### src/rtl/img_pkg.sv
// Shared types and constants for the image write path.
package img_pkg;

  localparam int DATA_WIDTH = 32;

  // AXI-style write response code for a clean completion
  localparam logic [1:0] BRESP_OKAY = 2'b00;

  typedef enum logic [1:0] {
    IDLE = 2'd0,
    ADDR = 2'd1,
    DATA = 2'd2,
    RESP = 2'd3
  } wr_state_e;

endpackage

### src/rtl/proc_wr_buffer_sync_fifo.sv
// Synchronous FIFO with zero read latency: rdata_o always shows the head entry.
// A push is refused when full, even if a pop happens in the same cycle.
module sync_fifo #(
  parameter  int DATA_WIDTH = 32,
  parameter  int DEPTH      = 16,
  localparam int AW         = $clog2(DEPTH),
  localparam int CW         = AW + 1
) (
  input  logic                  clk,
  input  logic                  rst_n,
  input  logic                  push_i,
  input  logic                  pop_i,
  input  logic [DATA_WIDTH-1:0] wdata_i,
  output logic                  full_o,
  output logic                  empty_o,
  output logic [CW-1:0]         count_o,
  output logic [DATA_WIDTH-1:0] rdata_o
);

  logic [DATA_WIDTH-1:0] mem_q [DEPTH];
  logic [AW-1:0]         wr_ptr_q, rd_ptr_q;
  logic [CW-1:0]         count_q;
  logic                  push_ok, pop_ok;

  assign full_o  = (count_q == CW'(DEPTH));
  assign empty_o = (count_q == '0);
  assign count_o = count_q;
  assign rdata_o = mem_q[rd_ptr_q];

  assign push_ok = push_i && !full_o;
  assign pop_ok  = pop_i && !empty_o;

  // Storage array; contents are don't-care after reset, so no reset here.
  always_ff @(posedge clk) begin
    if (push_ok) mem_q[wr_ptr_q] <= wdata_i;
  end

  // Pointers wrap naturally (DEPTH is a power of two); count separates full from empty.
  always_ff @(posedge clk or negedge rst_n) begin
    if (!rst_n) begin
      wr_ptr_q <= '0;
      rd_ptr_q <= '0;
      count_q  <= '0;
    end else begin
      if (push_ok) wr_ptr_q <= wr_ptr_q + AW'(1);
      if (pop_ok)  rd_ptr_q <= rd_ptr_q + AW'(1);
      count_q <= count_q + CW'(push_ok) - CW'(pop_ok);
    end
  end

endmodule

### src/rtl/proc_wr_buffer.sv
// Output stage after the processing stage: buffers words in a FIFO and
// drains them to a master write port as fixed-length bursts, flushing a
// partial tail burst at end of frame and pulsing frame_done when complete.
module proc_wr_buffer
  import img_pkg::*;
#(
  parameter int DATA_WIDTH = img_pkg::DATA_WIDTH,
  parameter int DEPTH      = 16,
  parameter int BURST_LEN  = 8,
  parameter int ADDR_WIDTH = 32
) (
  input  logic                     clk,
  input  logic                     rst_n,
  input  logic                     wr,
  input  logic [DATA_WIDTH-1:0]    data_in,
  input  logic                     mstr_data_cmplt,
  input  logic [ADDR_WIDTH-1:0]    cfg_base_addr,
  output logic                     fifo_empty,
  output logic [$clog2(DEPTH):0]   fifo_count,
  output logic                     overflow,
  output logic                     bresp_err,
  output logic                     frame_done,
  output logic [ADDR_WIDTH-1:0]    m_awaddr,
  output logic [7:0]               m_awlen,
  output logic                     m_awvalid,
  input  logic                     m_awready,
  output logic [DATA_WIDTH-1:0]    m_wdata,
  output logic                     m_wvalid,
  output logic                     m_wlast,
  input  logic                     m_wready,
  input  logic                     m_bvalid,
  input  logic [1:0]               m_bresp,
  output logic                     m_bready
);

  localparam int CW  = $clog2(DEPTH) + 1;
  localparam int LW  = $clog2(BURST_LEN) + 1;
  localparam int BPW = DATA_WIDTH / 8;

  wr_state_e             state_q;
  logic [LW-1:0]         len_q, beat_q;
  logic [ADDR_WIDTH-1:0] addr_ptr_q, awaddr_q, cur_addr;
  logic [7:0]            awlen_q;
  logic                  awvalid_q, base_vld_q, flush_pend_q;
  logic                  overflow_q, bresp_err_q, frame_done_q;

  logic                  f_full, f_empty, pop;
  logic [CW-1:0]         f_count;
  logic [DATA_WIDTH-1:0] f_rdata;
  logic                  start_full, start_tail, in_data;

  sync_fifo #(
    .DATA_WIDTH (DATA_WIDTH),
    .DEPTH      (DEPTH)
  ) u_fifo (
    .clk     (clk),
    .rst_n   (rst_n),
    .push_i  (wr),
    .pop_i   (pop),
    .wdata_i (data_in),
    .full_o  (f_full),
    .empty_o (f_empty),
    .count_o (f_count),
    .rdata_o (f_rdata)
  );

  assign in_data    = (state_q == DATA);
  assign pop        = in_data && !f_empty && m_wready;

  assign start_full = (f_count >= CW'(BURST_LEN));
  assign start_tail = flush_pend_q && (f_count != '0);

  // Until the first burst of a frame completes, the write pointer is the
  // live cfg_base_addr; this stands in for loading the base on reset and
  // on frame_done without an asynchronous load of a non-constant value.
  assign cur_addr   = base_vld_q ? addr_ptr_q : cfg_base_addr;

  assign fifo_empty = f_empty;
  assign fifo_count = f_count;
  assign overflow   = overflow_q;
  assign bresp_err  = bresp_err_q;
  assign frame_done = frame_done_q;
  assign m_awaddr   = awaddr_q;
  assign m_awlen    = awlen_q;
  assign m_awvalid  = awvalid_q;
  assign m_wvalid   = in_data && !f_empty;
  assign m_wlast    = in_data && (beat_q == len_q - LW'(1));
  assign m_wdata    = in_data ? f_rdata : '0;
  assign m_bready   = (state_q == RESP);

  // Burst FSM with burst bookkeeping, frame flush tracking and sticky flags.
  always_ff @(posedge clk or negedge rst_n) begin
    if (!rst_n) begin
      state_q      <= IDLE;
      len_q        <= '0;
      beat_q       <= '0;
      addr_ptr_q   <= '0;
      base_vld_q   <= 1'b0;
      awaddr_q     <= '0;
      awlen_q      <= '0;
      awvalid_q    <= 1'b0;
      flush_pend_q <= 1'b0;
      overflow_q   <= 1'b0;
      bresp_err_q  <= 1'b0;
      frame_done_q <= 1'b0;
    end else begin
      frame_done_q <= 1'b0;
      if (wr && f_full) overflow_q <= 1'b1;

      case (state_q)
        IDLE: begin
          if (start_full) begin
            len_q     <= LW'(BURST_LEN);
            awlen_q   <= 8'(BURST_LEN - 1);
            awaddr_q  <= cur_addr;
            awvalid_q <= 1'b1;
            state_q   <= ADDR;
          end else if (start_tail) begin
            // Tail is shorter than a full burst, so it fits in len_q.
            len_q     <= f_count[LW-1:0];
            awlen_q   <= 8'(f_count - CW'(1));
            awaddr_q  <= cur_addr;
            awvalid_q <= 1'b1;
            state_q   <= ADDR;
          end else if (flush_pend_q && !wr) begin
            // f_count is zero here: the frame is fully written.
            frame_done_q <= 1'b1;
            flush_pend_q <= 1'b0;
            base_vld_q   <= 1'b0;
          end
        end
        ADDR: begin
          if (m_awready) begin
            awvalid_q <= 1'b0;
            beat_q    <= '0;
            state_q   <= DATA;
          end
        end
        DATA: begin
          if (pop) begin
            beat_q <= beat_q + LW'(1);
            if (m_wlast) state_q <= RESP;
          end
        end
        RESP: begin
          if (m_bvalid) begin
            addr_ptr_q <= awaddr_q + ADDR_WIDTH'(len_q) * ADDR_WIDTH'(BPW);
            base_vld_q <= 1'b1;
            if (m_bresp != BRESP_OKAY) bresp_err_q <= 1'b1;
            state_q    <= IDLE;
          end
        end
        default: state_q <= IDLE;
      endcase

      // A completion pulse always wins over the clear so a new frame's
      // end marker is never lost, even when it arrives mid-burst.
      if (mstr_data_cmplt) flush_pend_q <= 1'b1;
    end
  end

endmodule

### config.mk
export PLATFORM = sky130hd
export DESIGN_NAME = proc_wr_buffer
export DESIGN_NICKNAME = d
export VERILOG_FILES = /design/src/rtl/img_pkg.sv /design/src/rtl/proc_wr_buffer_sync_fifo.sv /design/src/rtl/proc_wr_buffer.sv
export SDC_FILE = /design/constraint.sdc
export NUM_CORES = 1
export LEC_CHECK = 0
export CORE_MARGIN = 5
export CORE_UTILIZATION = 58
export CTS_CLUSTER_SIZE = 25
export DETAILED_ROUTE_END_ITERATION = 8
export GPL_TIMING_DRIVEN = 0
export PLACE_DENSITY = 0.76
export SKIP_CTS_REPAIR_TIMING = 1
export SLEW_MARGIN = 20
export SYNTH_ARGS = -nofsm -noshare
export SYNTH_HDL_FRONTEND = slang
export SYNTH_SLANG_ARGS = --single-unit
### constraint.sdc
create_clock -name clk -period 5.15 [get_ports clk]
set_clock_uncertainty 0.05 [all_clocks]
set_input_delay 0.7725 -clock clk [delete_from_list [all_inputs] [get_ports clk]]
set_output_delay 0.7725 -clock clk [all_outputs]
set_load 0.01 [all_outputs]
# == Yosys cells after proc, flatten, opt, wreduce, memory -nomap -nowiden ==
# Memory sizes are Yosys's and may differ from the RTL's.
# Index checks and enable logic that the tools add are counted.
# op_classes
reduce_logical,29
magnitude_cmp,1
muxes,35
eq_ne,15
addsub,8
# op_table
cell,n
2-to-1 mux 32 bit,4
adder 32 x 6 -> 32 bit,1
2-to-1 mux 4 bit,4
2-to-1 mux 8 bit,2
!= test 2 bit (second input constant),8
2-to-1 mux 1 bit,15
nonzero test 2 bit,7
adder 4 x 1 -> 4 bit (second input constant),3
2-to-1 mux 2 bit,6
AND reduction 5 bit,2
AND reduction 3 bit,3
logical AND 1 bit,8
one-hot mux 2 bit (4 select lines),1
one-hot mux 4 bit (2 select lines),1
subtractor 5 x 1 -> 6 bit (second input constant),1
adder 5 x 1 -> 5 bit,1
equality test 5 bit (second input constant),1
>= comparator 5 x 4 -> 1 bit (second input constant),1
zero test 5 bit,1
nonzero test 5 bit,1
subtractor 5 x 1 -> 5 bit,1
equality test 2 bit (second input constant),2
equality test 4 bit,1
one-hot mux 1 bit (2 select lines),2
other kinds (8),11
# word_totals
in_bits,73
output_inout_bits,85
ramBits,512
reg_bits,101
wordCells,104
mem_count,1
# memory_table
memory,words,word_bits,rd,rd_ports_with_merged_regs,wr,line,source
u_fifo.mem_q,16,32,1,0,1,proc_wr_buffer_sync_fifo.sv:20,logic [DATA_WIDTH-1:0] mem_q [DEPTH];

# == Depth between registers and ports, before layout ==
# Gate-level depths: netlist of the first run.
# depth
ltp_word,7
ltp_mapped,13
depth_no_buf,13

# == Modules after synthesis ==
# A second synthesis of the first run with hierarchy kept.
# hier_totals
hier_cells,1506
area_unflattened_um2,25164.1
# by_module_without_submodules
mod,n_inst,cells_per_inst,area_per_inst_um2
sync_fifo,1,1006,20430.8
proc_wr_buffer,1,500,4733.3

# == Worst setup path before layout of the first run ==
# OpenSTA, ideal clock, no wires.
# synth_path
path_type,reg-to-reg
from,"register u_fifo.count_q[2], in the netlist u_fifo.count_o[2]"
to,memory u_fifo.mem_q[3][0] (enable)
t_arrival_ns,3.755
setup_ns,0.461
t_required_ns,4.639
period_less_slack_ns,4.266
slack_ns,0.884
path_stages_with_launch,6
path_cell_list,dfrtp_1 inv_1 ha_1 a31oi_1 nand2_1 nor3_1
# synth_between
elab_chain_len,5
# synth_rtl
element,line,source
start: declaration,proc_wr_buffer_sync_fifo.sv:22,logic [CW-1:0] count_q;
start signal: assignment,proc_wr_buffer_sync_fifo.sv:47,count_q <= count_q + CW'(push_ok) - CW'(pop_ok);
equality test 5 bit,proc_wr_buffer_sync_fifo.sv:25,assign full_o = (count_q == CW'(DEPTH));
zero test 1 bit,proc_wr_buffer_sync_fifo.sv:30,assign push_ok = push_i && !full_o;
logical AND 1 bit,proc_wr_buffer_sync_fifo.sv:30,
named net u_fifo.push_ok,proc_wr_buffer_sync_fifo.sv:23,"logic push_ok, pop_ok;"
2-to-1 mux 1 bit,proc_wr_buffer_sync_fifo.sv:35,if (push_ok) mem_q[wr_ptr_q] <= wdata_i;
2-to-1 mux 1 bit (not written as such),proc_wr_buffer_sync_fifo.sv:35,
end: declaration,proc_wr_buffer_sync_fifo.sv:20,
# The timed path passes the listed nets, and every way through them passes these cells.

# == Worst setup path after layout of the first run ==
# layout_path
from,register u_fifo.rd_ptr_q[1]
to,output port m_wdata[30]
# layout_between
elab_chain_len,2
# layout_rtl
element,line,source
start: declaration,proc_wr_buffer_sync_fifo.sv:21,"logic [AW-1:0] wr_ptr_q, rd_ptr_q;"
start signal: assignment,proc_wr_buffer_sync_fifo.sv:46,if (pop_ok) rd_ptr_q <= rd_ptr_q + AW'(1);
memory (16 x 32 bit),n/a,
2-to-1 mux 32 bit,proc_wr_buffer.sv:88,assign m_wdata = in_data ? f_rdata : '0;
end: declaration,proc_wr_buffer.sv:27,"output logic [DATA_WIDTH-1:0] m_wdata,"
# Every way passes these cells.

==> impl_metrics.ini, run 1 <==
[setup_path]
critPathMaxStageDelay_ns = 0.71
cp_slowest_cell = clkbuf_1
rr_worst_depth = 8
cp.required_ns = 4.33
endpoint_kind = primary output
reg2reg_to = u_fifo.mem_q[1][16]
r2r_start = u_fifo.count_o[2]
worst-setup-path-type = reg -> out
crit_path_cell_trace = clkbuf_1, clkbuf_1, mux4_2, mux4_2, and2_1, clkdlybuf4s50_1
cp.arrival_ns = 4.06
cp_max_fo = 10
rrSetupSlack_ns = 1.39
cp-start-kind = register

[synthesis]
syn_avg_cell_area_um2 = 18.9
synth_cells = 1313
synth_nets = 1417
synth.ff_latch_count = 611
synth_area_um2 = 24800
synth.distinct_cells = 55
seq_area_frac_synth_pct = 71.9
synth_top_area_share_pct = 61.9
ys.flop_type = edfxtp_1
netlist.top_cell.by_area = edfxtp_1
synth_edf_count = 512
yosys-top-cells-area = edfxtp_1 (62%), mux4_2 (15%), dfrtp_1 (10%), ha_1 (1.5%), nand2_1 (1.4%)
synthArstFlopShare_pct = 16.2
yosys_warnings = 0

[placement]
dp_slack_ns = 0.934
dp_hpwl_um = 37900
port_buffers = 156
placed_cells = 2044
postPlaceCellArea_um2 = 27800
place.gp.congestion = 0.834

[global_routing]
grt_pass1_vias = 13900
grt_max_degree = 75
busiest_layer = met2
grtUsageTotal_pct = 25.3
antenna_found_initial = 3
met1_usage_pct = 33.9
grt_pass1_wl_um = 88400
use_met2_pct = 43.2
global_route.usage.met3_pct = 5.04
grt.overflow.total = 0

[pwr]
ir_drop_uv = 412
p_total_w = 0.0162
p_leak_nw = 9.99
power_density_nw_per_um2 = 548

[route]
vias = 13400
dr.pass1.iters = 5
final_antenna_net_count = 0
finalWirelength_um = 59400
wl_per_cell_um = 27.6
viasPerCell = 6.23
drc_errors = 0
drt_iter0_drc = 1548

[floorplanning]
die_width_um = 217
die_area_um2 = 47100
core_um2 = 42100
row_count = 75
die_y_um = 217
io_pins = 158
start_util_pct = 58.9

[sta]
hold_violations = 0
slew_headroom_pct = 32.2
finalSetupViolations = 0
fin_hold_ws_ns = 0.422
fin_ws_ns = 0.264
period_share_pct = 94.9
rsz0062_at_grt = false
post-route-min-period_ns = 4.89
drv_slew = 0
worst_slew_pin_slew_ns = 1.02
fmax_ghz = 0.205

[final_layout]
final_common_cell = edfxtp_1
syn2layout_area_growth_pct = 19.3
nNetsFinal = 1671
layout_common_cells = edfxtp_1 (512), mux4_2 (160), clkdlybuf4s50_1 (155)
drive_gt1_share_pct = 20.7
final_area_um2 = 29600
finalNonFillerCells = 2156

[worst_hold_path]
whs_endpoint = m_awlen[3]
hp-start = m_awlen[3]
hp-class = reg -> reg
holdPathStages = 2

[clock_tree]
cts_tree = built
cts_buffers = 59
cts-root-buf = clkbuf_16
cts.path.max_buffers = 3
cts_num_sinks = 611
insertion_delay_ns = 0.62
path_clk_slew_ns = 0.06
htree_levels = 2

[status]
status = complete, no violations

[job]
maxCapViolCount = 0
[Yosys cell counts, drive strengths merged, types with 2 or more instances]
library cell / instances
edfxtp: 512
mux4: 160
dfrtp: 99
nand2: 94
o21ai: 68
clkbuf: 41
mux2i: 35
xnor2: 34
and2: 33
nor2: 30
buf: 29
ha: 29
inv: 29
nand3: 17
nor4: 14
nor3: 12
xor2: 10
a21oi: 9
nand4: 9
nand2b: 7
mux2: 5
a21boi: 3
a21o: 3
and3: 3
and4: 3
or4: 3
a22oi: 2
a31oi: 2
fa: 2
[stage by stage]
stage | util (%) | setup TNS [ns]
after floorplan | - | 0
after global placement | 64.2 | -569.47
after detailed placement | 65.9 | 0
after CTS | 70.3 | 0
after global routing | 70.3 | 0
final | 70.3 | 0
[worst max-delay path, delay by kind of cell, from the launching register on]
kind / cells / cell delay (ns)
flops: 1 / 0.53
mux: 2 / 0.98
simple gates: 1 / 0.19
buf+inv: 3 / 1.72
[how the worst max path moves through the flow]
| stage | from | to | slack (ns) |
|---|---|---|---|
| after floorplan | u_fifo.count_o[2] | u_fifo.mem_q[3][0] | 0.88 |
| after global placement | wr | u_fifo.mem_q[3][17] | -2.33 |
| after detailed placement | wr | u_fifo.mem_q[1][16] | 0.93 |
| after CTS | u_fifo.rd_ptr_q[1] | m_wdata[30] | 0.26 |
| after global routing | u_fifo.rd_ptr_q[1] | m_wdata[30] | 0.14 |
| final | u_fifo.rd_ptr_q[1] | m_wdata[30] | 0.26 |
[power breakdown]
group / internal (W) / switching, W / leakage [nW]
clock: 0.00229 / 0.00186 / 0.914
combinational: 0.00268 / 0.00286 / 3.22
sequential: 0.00611 / 0.000417 / 5.85
total: 0.0111 / 0.00514 / 9.99
[final cells by class]
cell class	instances	area [um^2]
multi-input cells	603	6620
fillers	2539	12500
plain buffers	70	363
diodes	1	2.50
clock buffers	69	1540
repair buffers	193	2150
well taps	539	674
clock inverters	41	312
flip-flops and latches	611	17900
inverters	29	109
[state kept, by name, indices dropped and copies added, names as in the netlist]
signal	cells
u_fifo.count_o	5
u_fifo.rd_ptr_q	4
m_awlen	6
bresp_err	1
m_awvalid	1
base_vld_q	1
beat_q	4
u_fifo.mem_q	512
len_q	4
frame_done	1
m_awaddr	32
flush_pend_q	1
overflow	1
addr_ptr_q	32
u_fifo.wr_ptr_q	4
state_q	2
[kinds of logic (layout without fill, tap and decap cells)]
| group | count (synthesis) | in the layout | share of synthesized area [%] |
|---|---|---|---|
| buffers and inverters | 99 | 402 | 1.89 |
| adders and majority gates | 31 | 31 | 1.62 |
| xor gates and xnor gates | 44 | 44 | 1.55 |
| muxes | 200 | 200 | 16.1 |
| and+or+nand+nor | 226 | 226 | 4.53 |
| DFF | 611 | 611 | 71.9 |
| AOI/OAI and AO/OA | 102 | 102 | 2.37 |
| other | 0 | 1 | 0 |
[routing by layer]
layer / routed length, um / vias to the layer above
li1: - / 5713
met1: 22800 / 6941
met2: 30100 / 663
met3: 4750 / 110
met4: 1770 / 4
met5: 27 / -
Note: power is estimated with default switching activity, not from simulation.
==> inputs of run 2 (changes only) <==
--- a/config.mk
+++ b/config.mk
@@ -5,12 +5,13 @@
 export SDC_FILE = /design/constraint.sdc
 export NUM_CORES = 1
 export LEC_CHECK = 0
-export CORE_MARGIN = 5
+export CORE_MARGIN = 2
 export CORE_UTILIZATION = 58
+export CTS_BUF_LIST = sky130_fd_sc_hd__clkbuf_4
 export CTS_CLUSTER_SIZE = 25
 export DETAILED_ROUTE_END_ITERATION = 8
 export GPL_TIMING_DRIVEN = 0
-export PLACE_DENSITY = 0.76
+export PLACE_DENSITY = 0.8
 export SKIP_CTS_REPAIR_TIMING = 1
 export SLEW_MARGIN = 20
 export SYNTH_ARGS = -nofsm -noshare
==> run 2 against run 1 <==
  * Sequential cell count is the same
  * Hold slack lost 0.15 ns
  * Design area grew 0.37%
  * Global-route usage grew 1.7 points
  * Highest routed layer is now met4
==> impl_metrics.ini, run 2 (same netlist as run 1, synthesis figures left out) <==
[setup_path]
cp-start-kind = register
path_delay_family = buffers and inverters
rrSetupSlack_ns = 1.32
cp.required_ns = 4.33
endpoint_kind = primary output
crit_path_cell_trace = clkbuf_1, clkbuf_1, mux4_2, mux4_2, and2_1, clkdlybuf4s50_1
cp_slowest_cell = clkbuf_1
path_buf_inv = 3
worst-setup-path-type = reg -> out
critPathMaxStageDelay_ns = 0.73
cp.arrival_ns = 4.20
cp_max_fo = 10

[global_routing]
grt_pass1_vias = 14700
grtUsageTotal_pct = 27.1
grt_max_degree = 84
antenna_found_initial = 2
grt.overflow.total = 0
grt_pass1_wl_um = 87000

[route]
vias = 14100
dr.pass1.iters = 5
finalWirelength_um = 58300
final_antenna_net_count = 0
viasPerCell = 6.15
wl_per_cell_um = 25.3
drc_errors = 0
drt_iter0_drc = 1437

[sta]
drv_slew = 0
period_share_pct = 97.4
fmax_ghz = 0.199
post-route-min-period_ns = 5.02
worst_slew_pin_slew_ns = 1.04
slew_headroom_pct = 30.7
fin_ws_ns = 0.132
rsz0062_at_grt = false
hold_violations = 0
finalSetupViolations = 0

[status]
status = complete, no violations

[final_layout]
largest_reg_flops = 512
nNetsFinal = 1766
top_register = u_fifo.mem_q
syn2layout_area_growth_pct = 19.7
layout_common_cells = edfxtp_1 (512), clkbuf_4 (209), mux4_2 (160)
fillCellCount = 2583
drive_gt1_share_pct = 27.1
regArea_um2 = 17900
final_common_cell = edfxtp_1
multi_input_area_um2 = 6620

[clock_tree]
cts_tree = built
path_clk_slew_ns = 0.07
insertion_delay_ns = 0.85
cts.path.max_buffers = 3
htree_levels = 4
cts_buffers = 151
cts_num_sinks = 611
cts-root-buf = clkbuf_4

[pwr]
p_total_w = 0.0160
p_leak_nw = 10.2
power_density_nw_per_um2 = 539
ir_drop_uv = 310

[placement]
dp_hpwl_um = 37400
place.gp.congestion = 0.835
dp_slack_ns = 1.00
port_buffers = 156

[floorplanning]
die_width_um = 211
die_y_um = 211
core_um2 = 42100
row_count = 75
start_util_pct = 58.9
die_area_um2 = 44500
io_pins = 158

[job]
maxCapViolCount = 0

[worst_hold_path]
hp-class = in -> async
run 2: through the flow:
stage / hold WS (ns) / setup TNS [ns] / cells / area, um^2 / utilization, %
after floorplan: 0.398 / 0 / 1313 / 24800 / -
after global placement: 0.405 / -557.50 / 2008 / 27100 / 64.2
after detailed placement: 0.422 / 0 / 2047 / 27900 / 66.1
after CTS: -0.366 / 0 / 2299 / 29700 / 70.5
after global routing: 0.238 / 0 / 2302 / 29700 / 70.6
final: 0.273 / 0 / 2302 / 29700 / 70.6
run 2: final timing paths:
check	startpoint	to	cells after the start
min in group clk	m_awready	m_awvalid	3
setup reg to reg	u_fifo.count_o[2]	u_fifo.mem_q[3][17]	7
max in group asynchronous	rst_n	m_awaddr[20]	3
hold / removal	rst_n	state_q[1]	2
hold reg to reg	addr_ptr_q[5]	addr_ptr_q[5]	2
setup / recovery	u_fifo.rd_ptr_q[1]	m_wdata[6]	6
run 2: area by class of cell:
cell class / count / area share [%]
inverter: 29 / 0.366
clock inverter: 43 / 0.959
clock buffer: 209 / 5.28
multi-input combinational: 603 / 22.3
buffer: 70 / 1.22
tap: 539 / 2.27
timing repair buffer: 196 / 7.57
antenna: 2 / 0.0168
sequential: 611 / 60.0
run 2: routing by layer:
metal,share of wire (%),global-route usage (%),up-vias
li1,-,-,5999
met1,39,36.4,7135
met5,0,0,-
met4,3.0,11.7,0
met3,9.3,6.10,138
met2,49,43.4,874
run 2: power breakdown:
| part | internal, W | total, W | switching, W |
|---|---|---|---|
| clock network | 0.00207 | 0.00393 | 0.00187 |
| registers | 0.00611 | 0.00653 | 0.000422 |
| logic | 0.00270 | 0.00555 | 0.00285 |
